**config.mk**
```make
export PLATFORM = sky130hd
export DESIGN_NAME = dice_turn_controller_flat
export DESIGN_NICKNAME = d
export VERILOG_FILES = /design/src/rtl/dice_turn_if.sv /design/src/rtl/dice_turn_controller.sv /design/src/flat_wrapper.sv
export SDC_FILE = /design/constraint.sdc
export NUM_CORES = 1
export LEC_CHECK = 0
export CORE_ASPECT_RATIO = 1.4
export CORE_MARGIN = 3
export CORE_UTILIZATION = 60
export DETAILED_ROUTE_END_ITERATION = 10
export PLACE_DENSITY_LB_ADDON = 0.1
export SLEW_MARGIN = 15
export SYNTH_ARGS = -nofsm -noshare
export SYNTH_HDL_FRONTEND = slang
export SYNTH_SLANG_ARGS = --single-unit
```
**constraint.sdc**
```tcl
create_clock -name clk -period 5.55 [get_ports clk]
set_clock_uncertainty 0.2 [all_clocks]
set_input_delay 0.555 -clock clk [delete_from_list [all_inputs] [get_ports clk]]
set_output_delay 0.555 -clock clk [all_outputs]
set_load 0.01 [all_outputs]
```
**src/rtl/dice_turn_if.sv**
```systemverilog
// dice_turn_if: detector pulses, enable and move handshake between the game side and the dice turn controller
interface dice_turn_if;
   logic       enable;
   logic       frame_start;
   logic       color_valid;
   logic [1:0] dominant_color;
   logic       white_detected;
   logic       move_ack;
   logic       move_req;
   logic [1:0] move_steps;
   logic [1:0] player_id;
   logic       turn_done;
   logic [1:0] locked_color;
   logic [2:0] state;
   modport master (
      output enable, frame_start, color_valid, dominant_color, white_detected, move_ack,
      input  move_req, move_steps, player_id, turn_done, locked_color, state
   );
   modport slave (
      input  enable, frame_start, color_valid, dominant_color, white_detected, move_ack,
      output move_req, move_steps, player_id, turn_done, locked_color, state
   );
endinterface

```
**src/rtl/dice_turn_controller.sv**
```systemverilog
// dice_turn_controller: qualifies a dice color over consecutive frames, issues one move request per turn
module dice_turn_controller #(
   parameter int STABLE_FRAMES = 4,
   parameter int WHITE_FRAMES  = 3,
   parameter int NUM_PLAYERS   = 2
) (
   input logic        clk,
   input logic        reset,
   dice_turn_if.slave dt
);
   typedef enum logic [2:0] {IDLE = 3'd0, ARMED = 3'd1, QUALIFY = 3'd2, REQUEST = 3'd3, WAIT_REMOVE = 3'd4} state_t;
   localparam logic [7:0] SF   = 8'(STABLE_FRAMES);
   localparam logic [7:0] WF   = 8'(WHITE_FRAMES);
   localparam logic [1:0] LAST = 2'(NUM_PLAYERS - 1);
   state_t     st, st_n;
   logic       fs_q, eval;
   logic [7:0] wcnt, wcnt_n, cnt, cnt_n, wcnt_inc, cnt_inc;
   logic [1:0] cand, cand_n, player, player_n, steps, locked;
   logic       done, done_n;
   logic       is_color, is_white, is_none;
   // detector pulses are only meaningful in the cycle after the frame_start edge
   assign is_color = eval & dt.color_valid;
   assign is_white = eval & ~dt.color_valid & dt.white_detected;
   assign is_none  = eval & ~dt.color_valid & ~dt.white_detected;
   assign wcnt_inc = wcnt == 8'hFF ? wcnt : wcnt + 8'd1;
   assign cnt_inc  = cnt == 8'hFF ? cnt : cnt + 8'd1;
   always_comb begin
      st_n     = st;
      wcnt_n   = wcnt;
      cnt_n    = cnt;
      cand_n   = cand;
      player_n = player;
      done_n   = 1'b0;
      if (!dt.enable) begin
         st_n   = IDLE;
         wcnt_n = '0;
         cnt_n  = '0;
         cand_n = '0;
      end else begin
         case (st)
            IDLE, WAIT_REMOVE: begin
               if (is_white) begin
                  wcnt_n = wcnt_inc;
                  if (wcnt_inc == WF) begin
                     wcnt_n = '0;
                     st_n   = ARMED;
                     if (st == WAIT_REMOVE) begin
                        done_n   = 1'b1;
                        player_n = player == LAST ? 2'd0 : player + 2'd1;
                     end
                  end
               end else if (is_color || is_none) begin
                  wcnt_n = '0;
               end
            end
            ARMED: begin
               if (is_color) begin
                  cand_n = dt.dominant_color;
                  cnt_n  = 8'd1;
                  st_n   = SF == 8'd1 ? REQUEST : QUALIFY;
               end
            end
            QUALIFY: begin
               if (is_color && dt.dominant_color == cand) begin
                  cnt_n = cnt_inc;
                  if (cnt_inc == SF) st_n = REQUEST;
               end else if (is_color) begin
                  cand_n = dt.dominant_color;
                  cnt_n  = 8'd1;
               end else if (is_white) begin
                  cnt_n = '0;
                  st_n  = ARMED;
               end
            end
            REQUEST: begin
               if (dt.move_ack) begin
                  cnt_n = '0;
                  st_n  = WAIT_REMOVE;
               end
            end
            default: st_n = IDLE;
         endcase
      end
   end
   always_ff @(posedge clk or posedge reset) begin
      if (reset) begin
         st     <= IDLE;
         fs_q   <= 1'b0;
         eval   <= 1'b0;
         wcnt   <= '0;
         cnt    <= '0;
         cand   <= '0;
         player <= '0;
         steps  <= '0;
         locked <= '0;
         done   <= 1'b0;
      end else begin
         st     <= st_n;
         fs_q   <= dt.frame_start;
         eval   <= dt.frame_start & ~fs_q;
         wcnt   <= wcnt_n;
         cnt    <= cnt_n;
         cand   <= cand_n;
         player <= player_n;
         done   <= done_n;
         // color codes R/G/B map directly onto step counts 1/2/3
         if (st_n == REQUEST && st != REQUEST) begin
            steps  <= cand_n;
            locked <= cand_n;
         end
      end
   end
   assign dt.move_req     = st == REQUEST;
   assign dt.move_steps   = steps;
   assign dt.player_id    = player;
   assign dt.turn_done    = done;
   assign dt.locked_color = locked;
   assign dt.state        = st;
endmodule

```
**src/flat_wrapper.sv**
```systemverilog
// flat-port wrapper written by rule: the top's interface ports become plain ports
module dice_turn_controller_flat 
#(
   parameter int STABLE_FRAMES = 4,
   parameter int WHITE_FRAMES  = 3,
   parameter int NUM_PLAYERS   = 2
)
  (clk, reset, dt_enable, dt_frame_start, dt_color_valid, dt_dominant_color, dt_white_detected, dt_move_ack, dt_move_req, dt_move_steps, dt_player_id, dt_turn_done, dt_locked_color, dt_state);
  dice_turn_if dt_i ();
  input logic clk;
  input logic reset;
  input wire logic [$bits(dt_i.enable)-1:0] dt_enable;
  input wire logic [$bits(dt_i.frame_start)-1:0] dt_frame_start;
  input wire logic [$bits(dt_i.color_valid)-1:0] dt_color_valid;
  input wire logic [$bits(dt_i.dominant_color)-1:0] dt_dominant_color;
  input wire logic [$bits(dt_i.white_detected)-1:0] dt_white_detected;
  input wire logic [$bits(dt_i.move_ack)-1:0] dt_move_ack;
  output wire logic [$bits(dt_i.move_req)-1:0] dt_move_req;
  output wire logic [$bits(dt_i.move_steps)-1:0] dt_move_steps;
  output wire logic [$bits(dt_i.player_id)-1:0] dt_player_id;
  output wire logic [$bits(dt_i.turn_done)-1:0] dt_turn_done;
  output wire logic [$bits(dt_i.locked_color)-1:0] dt_locked_color;
  output wire logic [$bits(dt_i.state)-1:0] dt_state;
  assign dt_i.enable = dt_enable;
  assign dt_i.frame_start = dt_frame_start;
  assign dt_i.color_valid = dt_color_valid;
  assign dt_i.dominant_color = dt_dominant_color;
  assign dt_i.white_detected = dt_white_detected;
  assign dt_i.move_ack = dt_move_ack;
  assign dt_move_req = dt_i.move_req;
  assign dt_move_steps = dt_i.move_steps;
  assign dt_player_id = dt_i.player_id;
  assign dt_turn_done = dt_i.turn_done;
  assign dt_locked_color = dt_i.locked_color;
  assign dt_state = dt_i.state;
  dice_turn_controller #(.STABLE_FRAMES(STABLE_FRAMES), .WHITE_FRAMES(WHITE_FRAMES), .NUM_PLAYERS(NUM_PLAYERS)) u_core (.clk(clk), .reset(reset), .dt(dt_i));
endmodule
```
Word-level counts from Yosys, hierarchy flattened
Cells that the tools add are included.
{"block": "classes", "n_eq_ne": 18, "n_reduce_logical": 8, "add_sub_neg": 3, "muxes": 34, "n_bitwise": 8}
{"op": "$mux 8", "n": 13}
{"op": "$mux 3", "n": 9}
{"op": "$pmux 8 s3", "n": 1}
{"op": "$add 8x1->8 const B", "n": 2}
{"op": "$eq 8x8->1 const B", "n": 2}
{"op": "$pmux 3 s4", "n": 1}
{"op": "$eq 3x2->1 const B", "n": 3}
{"op": "$eq 8x2->1 const B", "n": 1}
{"op": "$eq 8x3->1 const B", "n": 1}
{"op": "$mux 2", "n": 4}
{"op": "$ne 3x2->1 const B", "n": 2}
{"op": "$and 1x1->1", "n": 5}
{"op": "$mux 1", "n": 5}
{"op": "$ne 5x2->1 const B", "n": 1}
{"op": "$reduce_and 5->1", "n": 1}
{"op": "$ne 4x1->1 const B", "n": 1}
{"op": "$pmux 2 s2", "n": 1}
{"op": "$reduce_and 4->1", "n": 1}
{"op": "$eq 3x1->1 const B", "n": 1}
{"op": "$eq 3x3->1 const B", "n": 1}
{"op": "$logic_not 3->1", "n": 1}
{"op": "$ne 3x1->1 const B", "n": 1}
{"op": "$ne 3x3->1 const B", "n": 1}
{"op": "$not 1->1", "n": 3}
{"op": "8 further kinds", "n": 9}
{"block": "totals", "regBits": 28, "elab_cells": 80}

Depth between registers and ports, before layout
{"block": "depth", "ltp_word": 10, "mapped_depth": 7}

Worst setup path before layout
Ideal clock, no wire load.
{"block": "synth_timing", "kind": "reg-to-reg", "start": "register u_core.cnt[0]", "end": "register u_core.steps[0] (netlist: u_core.dt.move_steps[0])", "required_ps": 5222, "path_stages_with_launch": 8, "n_path_buf": 1, "path_slack_ps": 3225, "t_arrival_ps": 1998, "period_less_slack_ps": 2325, "path_cell_list": "dfrtp_1 ha_1 and4_4 and4_4 buf_6 o32a_2 nor4_4 mux2_1"}
{"block": "synth_via", "elab_chain_len": 9, "elab_cells_between_ends": 10, "classes_between": "add/sub (1); eq/ne (3); mux (5); reduce/logical (1)"}
{"item": "from (decl)", "line_no": "dice_turn_controller.sv:17", "text": "logic [7:0] wcnt, wcnt_n, cnt, cnt_n, wcnt_inc, cnt_inc;"}
{"item": "from (signal assigned)", "line_no": "dice_turn_controller.sv:102", "text": "cnt <= cnt_n;"}
{"item": "$add 8x1->8 or $eq 8x8->1 (tied branches)", "line_no": "dice_turn_controller.sv:26", "text": "assign cnt_inc = cnt == 8'hFF ? cnt : cnt + 8'd1;"}
{"item": "$mux 8 (*)", "line_no": "dice_turn_controller.sv:26"}
{"item": "$eq 8x3->1 (*)", "line_no": "dice_turn_controller.sv:66", "text": "if (cnt_inc == SF) st_n = REQUEST;"}
{"item": "$mux 3 (*)", "line_no": "dice_turn_controller.sv:66"}
{"item": "$mux 3 (*)", "line_no": "dice_turn_controller.sv:64", "text": "if (is_color && dt.dominant_color == cand) begin"}
{"item": "$pmux 3 s4 (*)", "line_no": "dice_turn_controller.sv:40", "text": "case (st)"}
{"item": "$mux 3 (*)", "line_no": "dice_turn_controller.sv:34", "text": "if (!dt.enable) begin"}
{"item": "$eq 3x2->1 (*)", "line_no": "dice_turn_controller.sv:107", "text": "if (st_n == REQUEST && st != REQUEST) begin"}
{"item": "$logic_and 1x1->1 (*)", "line_no": "dice_turn_controller.sv:107"}
{"item": "to (signal assigned)", "line_no": "dice_turn_controller.sv:108", "text": "steps <= cand_n;"}
{"item": "to (decl)", "line_no": "dice_turn_controller.sv:18", "text": "logic [1:0] cand, cand_n, player, player_n, steps, locked;"}
Every way passes the cells marked *; elsewhere a longest branch is shown, timed or not.
A chain may end at the register's enable or synchronous reset.

Final worst setup path
{"block": "layout_timing", "start": "register u_core.st[1] (netlist: u_core.dt.state[1])", "end": "output port dt_move_req"}
{"block": "layout_via", "elab_chain_len": 1}
{"item": "from (decl)", "line_no": "dice_turn_controller.sv:15", "text": "state_t st, st_n;"}
{"item": "from (signal assigned)", "line_no": "dice_turn_controller.sv:98", "text": "st <= st_n;"}
{"item": "$eq 3x2->1", "line_no": "dice_turn_controller.sv:113", "text": "assign dt.move_req = st == REQUEST;"}
{"item": "to (decl)", "line_no": "flat_wrapper.sv:18", "text": "output wire logic [$bits(dt_i.move_req)-1:0] dt_move_req;"}
No other way between the ends.

==> impl_metrics.py <==
metrics = {
    "outcome": {
        "status": "completed",
    },
    "grt": {
        "grt_pass1_vias": 1457,
        "antenna_found_initial": 0,
        "grt_first_pass_wirelength_mm": 6.506,
        "grt_overflow": 0,
        "grt_max_degree": 29,
        "grt.total_usage_pct": 22.81,
    },
    "timing": {
        "hold_viol": 0,
        "setup_tns_ns": 0,
        "slew_headroom_pct": 32.94,
        "max_freq_mhz": 376.2,
        "rsz0062_at_grt": "false",
        "setup_viol": 0,
        "slew_viol_final": 0,
        "period_minus_slack_ns": 2.658,
        "tightest_slew_ns": 0.9998,
        "final.period_utilization_pct": 47.90,
        "hold_slack_ns": 0.2080,
    },
    "synth": {
        "synth_top_flop_cell": "dfrtp_1",
        "synth_commonest_cells": "28 x dfrtp_1, 18 x a21oi_1, 17 x o21ai_0",
        "ys.warnings.count": 0,
        "synth_enable_flop_cells": 0,
        "ys_ff_latch": 28,
        "syn_inst": 193,
        "yosys.area.top_type_share_pct": 39.33,
        "ys_types": 53,
        "synth_most_common_cell": "dfrtp_1",
        "async_flop_share_pct": 100.0,
        "ys_seq_area_share_pct": 39.33,
        "synth.largest_area_cell": "dfrtp_1",
        "synth_area_leaders": "dfrtp_1 39%, a21oi_1 5.1%, o21ai_0 4.8%",
        "netlist_area_sq_mm": 0.001782,
        "synth_nets": 204,
        "avgSynthCellArea_sq_um": 9.232,
    },
    "route": {
        "remaining_drc_errors": 0,
        "drt-initial-drc-count": 96,
        "avgRoutedWirePerCell_um": 16.20,
        "vias_per_cell": 6.354,
        "ant_nets": 0,
        "firstDrtPassIters": 5,
        "num_vias": 1506,
        "postRouteWirelength_mm": 3.840,
    },
    "clock_network": {
        "clk_path_buf_depth": 2,
        "clkTransAtPathRegs_ns": 0.15,
        "cts_resized": 0,
        "cts_tree": "done",
        "insertion_delay_ns": 0.32,
        "cts_root_buffer": "clkbuf_4",
        "cts_max_level": 1,
        "cts_made_buffers": 3,
        "cts.sinks": 28,
        "post_cts_buffers": 0,
        "cts_hold_buf": 0,
    },
    "pwr": {
        "leakage_uw": 0.0007876,
        "design_power_total_uw": 328.2,
        "max-vdd-ir-drop_v": 0.0001161,
        "power_density_mw_per_mm2": 168.2,
    },
    "worst_setup_path": {
        "required_ns": 4.80,
        "critPathTopFamily": "flip-flops",
        "worst-path-buf-inv": 1,
        "crit_path_start_kind": "register",
        "crit_chain": "nor2b_1 -> and2_1 -> clkdlybuf4s50_1",
        "crit_path_end_kind": "primary output",
        "cp_max_fo": 12,
        "max_stage_delay_ns": 0.61,
        "critPathArrivalTime_ns": 1.90,
        "crit_type": "register to primary output",
        "cp_slowest_cell": "dfrtp_1",
        "reg2reg_slack_ns": 3.12,
    },
    "floorplan": {
        "die_x_um": 52.06,
        "dieHeight_um": 70.48,
        "die_area_sq_mm": 0.003669,
        "initial_core_util_pct": 65.38,
        "io_pins": 20,
        "core_sq_mm": 0.002725,
        "rows": 22,
    },
    "cells_and_area": {
        "area_delta_synth_final_pct": 9.480,
        "fin_area_sq_mm": 0.001951,
        "drive_gt1_share_pct": 8.458,
        "fin_nets": 213,
        "antenna_cells": 0,
        "fin_util_pct": 71.58,
    },
    "place": {
        "gp_congestion": 0.8611,
        "placedInstanceArea_sq_mm": 0.001914,
        "hpwl_mm": 2.823,
        "portBuffers": 19,
    },
    "min_path": {
        "hold_path.class": "register to register",
    },
    "flow_run": {
        "max_cap_violations": 0,
    },
}
==> where the power goes <==
group,switching [uW],total (uW),internal (uW),leakage [uW]
Combinational,12.9,21.7,8.78,0.000379
Sequential,1.31,206,205,0.000388
Clock,60.0,100,40.1,0.0000210
==> placed cells by master (no fill, tap or decap), types with 2 or more instances in the layout <==
cell type,n
nor3_1,2
a21oi_1,18
nand2_1,16
and2_1,2
clkdlybuf4s50_1,19
a31oi_1,4
dfrtp_1,28
nand4_1,2
o31ai_1,2
and4_4,2
nor2b_1,2
mux2i_1,2
xnor2_1,2
nand3b_1,3
mux2_2,2
nor4b_1,2
nand3_1,10
mux2_1,2
ha_1,2
a22o_1,4
clkbuf_4,3
and3_1,6
o21ai_0,17
inv_1,5
a31o_2,2
nor2_1,8
xor2_1,6
nand2b_1,3
o2bb2ai_1,2
==> state kept, by name (all words and copies together) (netlist names) <==
register              cells
u_core.fs_q               1
u_core.dt.turn_done       1
u_core.cand               2
u_core.dt.move_steps      2
u_core.wcnt               8
u_core.dt.state           3
u_core.dt.player_id       2
u_core.eval               1
u_core.cnt                8
==> path summary, 6_finish.rpt <==
path                                    start                       to  depth (start not counted)
setup / recovery           u_core.dt.state[1]              dt_move_req                          3
hold / removal                    u_core.fs_q              u_core.eval                          1
setup reg to reg                u_core.cnt[0]  u_core.dt.move_steps[0]                          6
hold reg to reg                   u_core.fs_q              u_core.eval                          1
max in group asynchronous               reset           u_core.cand[0]                          2
min in group asynchronous               reset            u_core.cnt[1]                          2
==> cells by family (layout without fill, tap and decap cells) <==
logic type,count (synthesis),count (layout),share of synthesized area (%)
AOI/OAI and AO/OA,60,60,21.42
xor gates and xnor gates,8,8,3.933
adders and majority gates,2,2,1.404
buffers and inverters,21,29,7.022
DFF,28,28,39.33
muxes,6,6,3.652
and+or+nand+nor,68,68,23.25
==> layer usage <==
metal,GRT usage [%],share of wire [%],up-vias
met5,0,0,-
met4,10.50,2.4,0
met3,2.559,4.1,11
met2,37.62,53,53
met1,28.98,41,722
li1,-,-,720
==> metrics by stage <==
stage / setup WS [ns] / cells
after floorplan: 3.225 / 193
after global routing: 2.807 / 237
after global placement: 2.886 / 233
after detailed placement: 2.789 / 233
after CTS: 2.901 / 237
final: 2.892 / 237
==> area by class of cell <==
class                   count  area (sq um)
multi-input cells         144         955.9
fillers                   203         774.5
flip-flops and latches     28         700.7
repair buffers             19         190.2
well taps                  36         45.04
clock buffers               4         36.28
inverters                   6         22.52
(Power assumes the default switching activity.)
